### src/rtl/text_writer.sv
// rtl/text_writer.sv - character RAM write side for the 32x8 VGA text grid
// Accepts ASCII over valid/ready, tracks the cursor, and handles LF/CR/BS/FF and screen clears.
module text_writer #(
    parameter logic [7:0] BLANK_CHAR     = 8'h20,
    parameter bit         CLEAR_ON_RESET = 1'b1
) (
    input  logic       clk,
    input  logic       reset,
    input  logic [7:0] char_in,
    input  logic       char_valid,
    output logic       char_ready,
    output logic       we,
    output logic [7:0] waddr,
    output logic [7:0] wdata,
    output logic       ram_busy,
    output logic [2:0] cursor_row,
    output logic [4:0] cursor_col
);

    typedef enum logic [1:0] {
        IDLE    = 2'd0,
        WRITE   = 2'd1,
        CLEAR   = 2'd2,
        LINECLR = 2'd3
    } state_t;

    localparam state_t RESET_STATE = CLEAR_ON_RESET ? CLEAR : IDLE;

    localparam logic [7:0] CH_LF = 8'h0A;
    localparam logic [7:0] CH_CR = 8'h0D;
    localparam logic [7:0] CH_BS = 8'h08;
    localparam logic [7:0] CH_FF = 8'h0C;

    state_t     state, state_n;
    logic [8:0] clr_cnt, clr_cnt_n;
    logic       wrap, wrap_n;
    logic       char_ready_n, we_n, ram_busy_n;
    logic [7:0] waddr_n, wdata_n;
    logic [2:0] row_n;
    logic [4:0] col_n;
    logic       accept;
    logic       printable;

    assign accept    = char_valid && char_ready;
    assign printable = (char_in >= 8'h20) && (char_in <= 8'h7E);

    always_comb begin
        state_n      = state;
        clr_cnt_n    = clr_cnt;
        wrap_n       = wrap;
        char_ready_n = char_ready;
        we_n         = 1'b0;
        waddr_n      = waddr;
        wdata_n      = wdata;
        ram_busy_n   = ram_busy;
        row_n        = cursor_row;
        col_n        = cursor_col;

        case (state)
            IDLE: begin
                char_ready_n = 1'b1;
                if (accept) begin
                    char_ready_n = 1'b0;
                    state_n      = WRITE;
                    wrap_n       = 1'b0;
                    if (printable) begin
                        we_n    = 1'b1;
                        waddr_n = {cursor_row, cursor_col};
                        wdata_n = char_in;
                        col_n   = cursor_col + 5'd1;
                        // Row advance is deferred to WRITE so it can kick off the line clear
                        wrap_n  = (cursor_col == 5'd31);
                    end else begin
                        case (char_in)
                            CH_LF: begin
                                col_n     = 5'd0;
                                row_n     = cursor_row + 3'd1;
                                clr_cnt_n = 9'd0;
                                state_n   = LINECLR;
                            end
                            CH_CR: begin
                                col_n = 5'd0;
                            end
                            CH_BS: begin
                                if (cursor_col != 5'd0) begin
                                    col_n   = cursor_col - 5'd1;
                                    we_n    = 1'b1;
                                    waddr_n = {cursor_row, cursor_col - 5'd1};
                                    wdata_n = BLANK_CHAR;
                                end else if (cursor_row != 3'd0) begin
                                    row_n   = cursor_row - 3'd1;
                                    col_n   = 5'd31;
                                    we_n    = 1'b1;
                                    waddr_n = {cursor_row - 3'd1, 5'd31};
                                    wdata_n = BLANK_CHAR;
                                end
                            end
                            CH_FF: begin
                                row_n      = 3'd0;
                                col_n      = 5'd0;
                                ram_busy_n = 1'b1;
                                clr_cnt_n  = 9'd0;
                                state_n    = CLEAR;
                            end
                            default: ;
                        endcase
                    end
                end
            end

            WRITE: begin
                if (wrap) begin
                    col_n     = 5'd0;
                    row_n     = cursor_row + 3'd1;
                    clr_cnt_n = 9'd0;
                    wrap_n    = 1'b0;
                    state_n   = LINECLR;
                end else begin
                    char_ready_n = 1'b1;
                    state_n      = IDLE;
                end
            end

            LINECLR: begin
                if (clr_cnt == 9'd32) begin
                    char_ready_n = 1'b1;
                    state_n      = IDLE;
                end else begin
                    we_n      = 1'b1;
                    waddr_n   = {cursor_row, clr_cnt[4:0]};
                    wdata_n   = BLANK_CHAR;
                    clr_cnt_n = clr_cnt + 9'd1;
                end
            end

            CLEAR: begin
                // Bit 8 marks that all 256 cells have been written
                if (clr_cnt[8]) begin
                    ram_busy_n   = 1'b0;
                    char_ready_n = 1'b1;
                    state_n      = IDLE;
                end else begin
                    we_n      = 1'b1;
                    waddr_n   = clr_cnt[7:0];
                    wdata_n   = BLANK_CHAR;
                    clr_cnt_n = clr_cnt + 9'd1;
                end
            end

            default: state_n = IDLE;
        endcase
    end

    always_ff @(posedge clk or posedge reset) begin
        if (reset) begin
            state      <= RESET_STATE;
            clr_cnt    <= 9'd0;
            wrap       <= 1'b0;
            char_ready <= 1'b0;
            we         <= 1'b0;
            waddr      <= 8'd0;
            wdata      <= BLANK_CHAR;
            ram_busy   <= CLEAR_ON_RESET;
            cursor_row <= 3'd0;
            cursor_col <= 5'd0;
        end else begin
            state      <= state_n;
            clr_cnt    <= clr_cnt_n;
            wrap       <= wrap_n;
            char_ready <= char_ready_n;
            we         <= we_n;
            waddr      <= waddr_n;
            wdata      <= wdata_n;
            ram_busy   <= ram_busy_n;
            cursor_row <= row_n;
            cursor_col <= col_n;
        end
    end

endmodule

### config.mk
export PLATFORM = sky130hd
export DESIGN_NAME = text_writer
export DESIGN_NICKNAME = d
export VERILOG_FILES = /design/src/rtl/text_writer.sv
export SDC_FILE = /design/constraint.sdc
export NUM_CORES = 1
export LEC_CHECK = 0
export BUFFER_PORTS_ARGS = -buffer_cell sky130_fd_sc_hd__buf_2
export CORE_MARGIN = 4
export CORE_UTILIZATION = 50
export DETAILED_ROUTE_END_ITERATION = 10
export PLACE_DENSITY = 0.77
export SLEW_MARGIN = 20
export SYNTH_ARGS = -nofsm -noshare
export SYNTH_HDL_FRONTEND = slang
export SYNTH_SLANG_ARGS = --single-unit
export TNS_END_PERCENT = 50
### constraint.sdc
create_clock -name clk -period 4.3 [get_ports clk]
set_input_delay 0.86 -clock clk [delete_from_list [all_inputs] [get_ports clk]]
set_output_delay 0.86 -clock clk [all_outputs]
set_load 0.01 [all_outputs]
# --- After elaboration in Yosys (flattened, before gate mapping) ---
# Cells that the tools add are included.
word_totals:
  in_bits: 11
  elab_cells: 128
  register_bits: 39
op_classes:
  add_sub_neg: 5
  reduce_logical: 19
  eq_ne: 26
  muxes: 65
  magnitude_cmp: 2
ops:
  columns: ["op", "n"]
  rows:
  - ["2-to-1 mux 8 bit", 14]
  - ["2-to-1 mux 9 bit", 6]
  - ["case mux 8 bit (3 select lines)", 2]
  - ["case mux 9 bit (4 select lines)", 1]
  - ["== test 8 x 4 -> 1 bit, second input constant", 4]
  - ["2-to-1 mux 5 bit", 5]
  - ["case mux 5 bit (2 select lines)", 2]
  - ["inequality test 2 bit, second input constant", 9]
  - ["2-to-1 mux 1 bit", 17]
  - ["2-to-1 mux 3 bit", 5]
  - ["AND reduction 5 bit", 3]
  - ["AND reduction 6 bit", 2]
  - ["2-to-1 mux 2 bit", 5]
  - ["adder 9 x 1 -> 9 bit, second input constant", 1]
  - ["== test 9 x 6 -> 1 bit, second input constant", 1]
  - ["case mux 3 bit (3 select lines)", 1]
  - ["greater-or-equal comparator 8 x 6 -> 1 bit, second input constant", 1]
  - ["less-or-equal comparator 8 x 7 -> 1 bit, second input constant", 1]
  - ["case mux 2 bit (4 select lines)", 1]
  - ["AND reduction 7 bit", 1]
  - ["inequality test 3 bit, second input constant", 2]
  - ["case mux 3 bit (2 select lines)", 1]
  - ["AND reduction 3 bit", 2]
  - ["nonzero test 3 bit", 2]
  - ["other kinds (24)", 28]

# --- Depth between registers and ports, before layout ---
# Gate-level depths: netlist of the first run.
logic_depth:
  word_depth: 7
  ltp_mapped: 10

# --- Worst setup path after synthesis of the first run ---
# OpenSTA, ideal clock, no wires.
synth_timing:
  kind: "input-to-reg"
  startpoint: "input char_in[5]"
  endpoint: "register waddr[2]"
  setup_slack_ns: 1.640
  arrival_ns: 2.534
  cell_stages: 7
  cell_sequence: "or4b_4 -> nor4_4 -> o311ai_1 -> a32o_2 -> inv_2 -> buf_6 -> mux2_4"
synth_between:
  elab_chain_len: 5
  elab_cells_between_ends: 10
  cone_classes: "order compare: 2; eq/ne: 3; mux: 3; reduce/logical: 2"
synth_rtl:
  columns: ["item", "line", "text"]
  rows:
  - ["from (decl)", "9", "input logic [7:0] char_in,"]
  - ["greater-or-equal comparator 8 x 6 -> 1 bit / less-or-equal comparator 8 x 7 -> 1 bit (equally long branches)", "45", "assign printable = (char_in >= 8'h20) && (char_in <= 8'h7E);"]
  - ["logical AND 1 bit", "45", null]
  - ["2-to-1 mux 8 bit", "66", "if (printable) begin"]
  - ["2-to-1 mux 8 bit", "62", "if (accept) begin"]
  - ["case mux 8 bit (3 select lines)", "59", "case (state)"]
  - ["to (signal assigned)", "172", "waddr <= waddr_n;"]
  - ["to (decl)", "13", "output logic [7:0] waddr,"]
# Parallel ways exist; a longest one is shown, timed or not. The select of a mux whose other input is x is not followed.
# A chain may end at the register's enable or synchronous reset.

# --- Worst setup path in the final report of the first run ---
layout_timing:
  startpoint: "register state[1]"
  endpoint: "register waddr[4]"
layout_between:
  elab_chain_len: 3
  elab_cells_between_ends: 11
  cone_classes: "eq/ne: 7; mux: 1; reduce/logical: 3"
layout_rtl:
  columns: ["item", "line", "text"]
  rows:
  - ["from (decl)", "34", "state_t state, state_n;"]
  - ["from (signal assigned)", "167", "state <= state_n;"]
  - ["== test 2 bit / logical NOT 2 bit (equally long branches)", "59", null]
  - ["inequality test 2 bit (no source line) (tied with other cells)", null, null]
  - ["AND reduction 6 bit (no source line)", null, null]
# Parallel ways exist; a longest one is shown, timed or not.

==> metrics.yaml, run 1 <==
clocking:
  numCtsBuffers: 5
  cts_tree: "built"
  clock_latency_ps: 290
  root_buffer: "clkbuf_8"
  clock-sinks: 39
  ctsHoldBuffers: 0
  post_cts_resize_count: 0
  cts_buffer_depth: 2
  clk_pin_slew_ps: 70
  htreeDepth: 2
  postCtsSetupRepairBufs: 0
grt:
  grt_max_degree: 40
  grt_pass1_vias: 2064
  gr-usage-all-layers_pct: 20.42
  grt_pass1_wl_mm: 9.853
  antenna_found_initial: 0
  grt_overflow: 0
yosys:
  syn_area_per_cell_um2: 8.710
  synth.distinct_cells: 60
  syn_inst: 283
  synth-edff-count: 0
  synth_area_leader_cell: "dfrtp_1"
  synthTopCellsByCount: "36 x dfrtp_1, 35 x nand2_1, 27 x o21ai_0"
  synth_warnings: 0
  syn-num-nets: 303
  synth_most_common_cell: "dfrtp_1"
  synthesis.area_um2: 2465
  synthTopCellsByArea: "dfrtp_1 37%, o21ai_0 5.5%, nand2_1 5.3%"
  synth-seq-cells: 39
  synth_seq_area_share_pct: 39.75
  async_flop_share_pct: 100.0
  ys.flop_type: "dfrtp_1"
  yosys.area.top_type_share_pct: 36.55
drt:
  via_count: 2228
  wl_per_cell_um: 15.19
  viasPerCell: 5.817
  drt_first_pass_iters: 5
  ant_nets: 0
  drc: 0
  drt_iter0_drc: 219
  wl_mm: 5.816
sta:
  max_clock_freq_mhz: 350.9
  slew_headroom_pct: 56.11
  grt_setup_unrepaired: "false"
  fin_crit_ps: 2850
  finalSetupViolCount: 0
  fin_skew_ps: 3.769
  setup_slack_ps: 1450
  fin_crit_sh_pct: 66.27
  slew_violations: 0
  worst-slew-pin-transition_ps: 653.3
  fin_setup_tns_ps: 0
  finalHoldViolations: 0
pwr:
  p_leak_nw: 1.295
  powerDensity_nw_per_um2: 505.9
  vdd_drop_max_uv: 294.9
place:
  place_inst: 376
  port_buffers: 37
  routabilityCongestion: 0.9011
  pre_cts_ws_ps: 1189
  dpl.hpwl_mm: 4.247
  dpl_cell_area_um2: 2676
setup_path:
  crit_type: "reg2reg"
  worst_setup_path_end_kind: "flip-flop"
  worst_setup_path_start_kind: "flip-flop"
  critPathArrivalTime_ps: 3030
  path_cells: "a21boi_1, nand2_1, a32o_2, inv_2, mux2_2"
  worstPathRequired_ps: 4480
  critical_path.slowest_cell: "dfstp_2"
  crit_fanout: 30
  crit_path_max_incr_delay_ps: 870
die:
  die_h_um: 78.21
  ios: 38
  start_util_pct: 51.84
  coreArea_um2: 4755
  dieArea_um2: 6117
  fp.dieW_um: 78.21
  core.rowCount: 25
status:
  status: "complete, no violations"
final_layout:
  antennaDiodeCount: 0
  instances_no_fill: 383
  finalInstanceArea_um2: 2753
  drive_gt1_share_pct: 20.25
  nets: 336
  area_delta_synth_final_pct: 11.68
min_path:
  min_path_type: "reg2reg"
flow_run:
  maxCapViolCount: 0
==> registers in the layout, summed over array words and instances (netlist names) <==
register,flops
clr_cnt,9
ram_busy,1
cursor_col,5
waddr,8
wrap,1
state,2
we,1
cursor_row,3
char_ready,1
wdata,8
==> report_power, final <==
part / switching [W] / leakage, nW / total, W / internal, W
combinational: 0.000307 / 0.778 / 0.000556 / 0.000249
clock: 0.000116 / 0.0383 / 0.000228 / 0.000112
sequential: 0.000135 / 0.478 / 0.000609 / 0.000473
total: 0.000558 / 1.29 / 0.00139 / 0.000834
==> area by class of cell <==
type | count | area, µm²
Timing Repair Buffer | 39 | 200.2
Tap cell | 67 | 83.83
Sequential cell | 39 | 979.7
Clock buffer | 7 | 76.32
Multi-Input combinational cell | 216 | 1356
Fill cell | 443 | 2002
Inverter | 15 | 56.30
==> layout by cell type (no fill, tap or decap), types with 3 or more instances in the layout <==
cell	instances
nand3_1	23
and3_1	4
clkbuf_8	5
inv_1	14
mux2i_1	4
dfrtp_1	36
a21o_1	4
nor3_1	7
nand2_1	35
a31oi_1	5
a211oi_1	3
o21ai_1	4
a221oi_2	3
mux2_2	3
nor2_1	24
dfstp_2	3
xnor2_1	3
o21ai_0	27
a21oi_1	11
ha_1	9
buf_2	37
nor3b_1	4
==> per-layer routing <==
metal  global-route usage, %  vias to the layer above  part of all wire (%)
met1                   27.70                     1057                    45
met3                   4.243                        7                   6.4
met5                       0                        -                     0
li1                        -                     1080                     -
met2                   31.85                       84                    47
met4                   8.217                        0                   1.4
==> worst max-delay path: cells and delay by family, from the launching register on <==
kind                   cells  cell delay (ps)
AOI/OAI and AO/OA          2             1040
DFF                        1              870
buffers and inverters      1              230
muxes                      1              350
and+or+nand+nor            1              230
==> path summary, 6_finish.rpt <==
check	from	depth (start not counted)	slack [ps]	endpoint
hold reg to reg	wdata[2]$_DFFE_PP0P_	2	460	wdata[2]$_DFFE_PP0P_
setup / recovery	state[1]$_DFFE_PP1P_	5	1450	waddr[4]$_DFFE_PP0P_
min in group asynchronous	reset	3	670	waddr[6]$_DFFE_PP0P_
setup reg to reg	state[1]$_DFFE_PP1P_	5	1450	waddr[4]$_DFFE_PP0P_
max in group asynchronous	reset	3	3270	wdata[5]$_DFFE_PP1P_
hold / removal	wdata[2]$_DFFE_PP0P_	2	460	wdata[2]$_DFFE_PP0P_
==> metrics by stage <==
stage | power [W] | hold WS (ps) | util (%)
after floorplan | 0.0009875 | 428.7 | -
after global placement | 0.001153 | 446.3 | 56.29
after detailed placement | 0.001170 | 451.3 | 56.29
after CTS | 0.001404 | 467.5 | 57.89
after global routing | 0.001510 | 495.2 | 57.89
final | 0.001393 | 458.3 | 57.89
==> kinds of logic after synthesis <==
logic type / share of synthesized area (%)
and+or+nand+nor: 23.60
AOI/OAI and AO/OA: 21.47
DFF: 39.75
buffers and inverters: 5.228
adders and majority gates: 4.569
muxes: 3.604
xor gates and xnor gates: 1.777
Note: power is estimated with default switching activity, not from simulation.
==> inputs of run 2 (changes only) <==
Settings changed: PLACE_DENSITY 0.77 to 0.79.
Clock period 4.3 ns to 2.48 ns, I/O delays scaled along.
==> run 2 against run 1 <==
Flip-flop and latch count is the same. Total power grew 86%. Cell area grew 5.8%. Hold slack lost 150 ps. Combinational power grew 96%. Highest routed layer unchanged. Count of clock-buffer cells in the layout grew 1. Setup slack lost 1200 ps. Register-to-register slack lost 1200 ps. Maximum frequency grew 26%.
==> metrics.yaml, run 2 (same netlist as run 1, synthesis figures left out) <==
pwr:
  p_leak_nw: 1.399
  powerDensity_nw_per_um2: 889.5
  vdd_drop_max_uv: 607.6
clocking:
  cts_tree: "built"
  numCtsBuffers: 5
  htreeDepth: 2
  ctsHoldBuffers: 0
  cts_buffer_depth: 2
  clk_pin_slew_ps: 80
  root_buffer: "clkbuf_8"
  clock-sinks: 39
  postCtsSetupRepairBufs: 0
  post_cts_resize_count: 0
  clock_latency_ps: 290
setup_path:
  worst_setup_path_end_kind: "flip-flop"
  crit_type: "reg2reg"
  worstPathRequired_ps: 2660
  critPathArrivalTime_ps: 2440
  cp_top_family: "compound AO/OA/AOI/OAI gates"
  worst_setup_path_start_kind: "flip-flop"
  critical_path.slowest_cell: "dfrtp_1"
  path_buf_inv: 1
  path_cells: "inv_1, ha_1, nor4b_2, a21oi_1, o211a_1, o21ai_0, a21o_1, mux2_2"
  crit_path_max_incr_delay_ps: 380
  crit_fanout: 5
final_layout:
  seq_area_um2: 979.7
  final_util_pct: 61.24
  nets: 354
  area_delta_synth_final_pct: 18.12
  multi_input_area_um2: 1356
  drive_gt1_share_pct: 25.07
  fill_cells: 438
  reg_top3: "clr_cnt x9, waddr x8, wdata x8"
  layout_commonest_cell: "buf_2"
  top_register: "clr_cnt"
  largest_reg_flops: 9
  layout_common_cells: "37 x buf_2, 36 x dfrtp_1, 35 x nand2_1"
  antennaDiodeCount: 0
drt:
  drt_iter0_drc: 204
  wl_mm: 6.104
  wl_per_cell_um: 15.18
  ant_nets: 0
  drc: 0
  viasPerCell: 5.729
  drt_first_pass_iters: 4
  via_count: 2303
sta:
  slew_violations: 0
  fin_skew_ps: 10.15
  slew_headroom_pct: 63.72
  fin_setup_tns_ps: 0
  finalSetupViolCount: 0
  max_clock_freq_mhz: 442.4
  finalHoldViolations: 0
  fin_crit_ps: 2261
  fin_crit_sh_pct: 91.15
  grt_setup_unrepaired: "false"
  worst-slew-pin-transition_ps: 538.4
grt:
  grt_pass1_vias: 2303
  antenna_found_initial: 0
  grt_overflow: 0
  grt_max_degree: 40
  gr-usage-all-layers_pct: 21.47
  grt_pass1_wl_mm: 10.66
flow_run:
  maxCapViolCount: 0
place:
  port_buffers: 37
  dpl.hpwl_mm: 4.632
  routabilityCongestion: 0.9220
die:
  dieArea_um2: 6117
  start_util_pct: 51.84
  fp.dieW_um: 78.21
  core.rowCount: 25
  ios: 38
  die_h_um: 78.21
  coreArea_um2: 4755
min_path:
  min_path_type: "in2async"
status:
  status: "complete, no violations"
==> run 2: where the power goes <==
part           switching (W)  leakage [nW]  internal, W
Sequential          0.000208         0.478     0.000820
Combinational       0.000594         0.870     0.000493
Clock               0.000220        0.0515     0.000254
Total                0.00102          1.40      0.00157
==> run 2: cell type report <==
class,instances,area share [%]
repair buffers,57,11.52
multi-input cells,216,46.58
clock buffers,8,3.438
flip-flops and latches,39,33.65
well taps,67,2.879
inverters,15,1.934
==> run 2: layer usage <==
| metal | up-vias | global-route usage [%] | share of wire (%) |
|---|---|---|---|
| li1 | 1121 | - | - |
| met1 | 1086 | 28.05 | 45 |
| met2 | 79 | 34.59 | 46 |
| met3 | 17 | 4.817 | 6.5 |
| met4 | 0 | 8.392 | 2.3 |
| met5 | - | 0 | 0 |
==> run 2: worst reg2reg max path: cells and delay by family (launching register included) <==
family,cells,cell delay [ps]
AO/OA/AOI/OAI,4,770
adder cells (fa/ha/maj),1,200
buffers and inverters,1,110
flip-flops,1,380
multiplexers,1,370
AND/OR/NAND/NOR,1,320
==> run 2: per-stage QoR <==
stage	instances	power [W]	area (µm²)	setup WS, ps	hold WS (ps)
after floorplan	283	0.001712	2465	184.5	428.7
after global placement	394	0.002078	2811	119.5	448.2
after detailed placement	394	0.002119	2811	25.47	451.3
after CTS	402	0.002599	2912	214.8	326.4
after global routing	402	0.002789	2912	31.70	367.3
final	402	0.002590	2912	219.4	311.3
==> run 2: path summary, 6_finish.rpt <==
check	from	to	slack (ps)	cells after the start
max reg2reg	cursor_col[0]$_DFFE_PP0P_	cursor_col[4]$_DFFE_PP0P_	220	8
max	cursor_col[0]$_DFFE_PP0P_	cursor_col[4]$_DFFE_PP0P_	220	8
min in group clk	wdata[0]$_DFFE_PP0P_	wdata[0]$_DFFE_PP0P_	460	2
min	reset	waddr[4]$_DFFE_PP0P_	310	3
max in group asynchronous	reset	state[1]$_DFFE_PP1P_	1810	3
min reg2reg	wdata[0]$_DFFE_PP0P_	wdata[0]$_DFFE_PP0P_	460	2
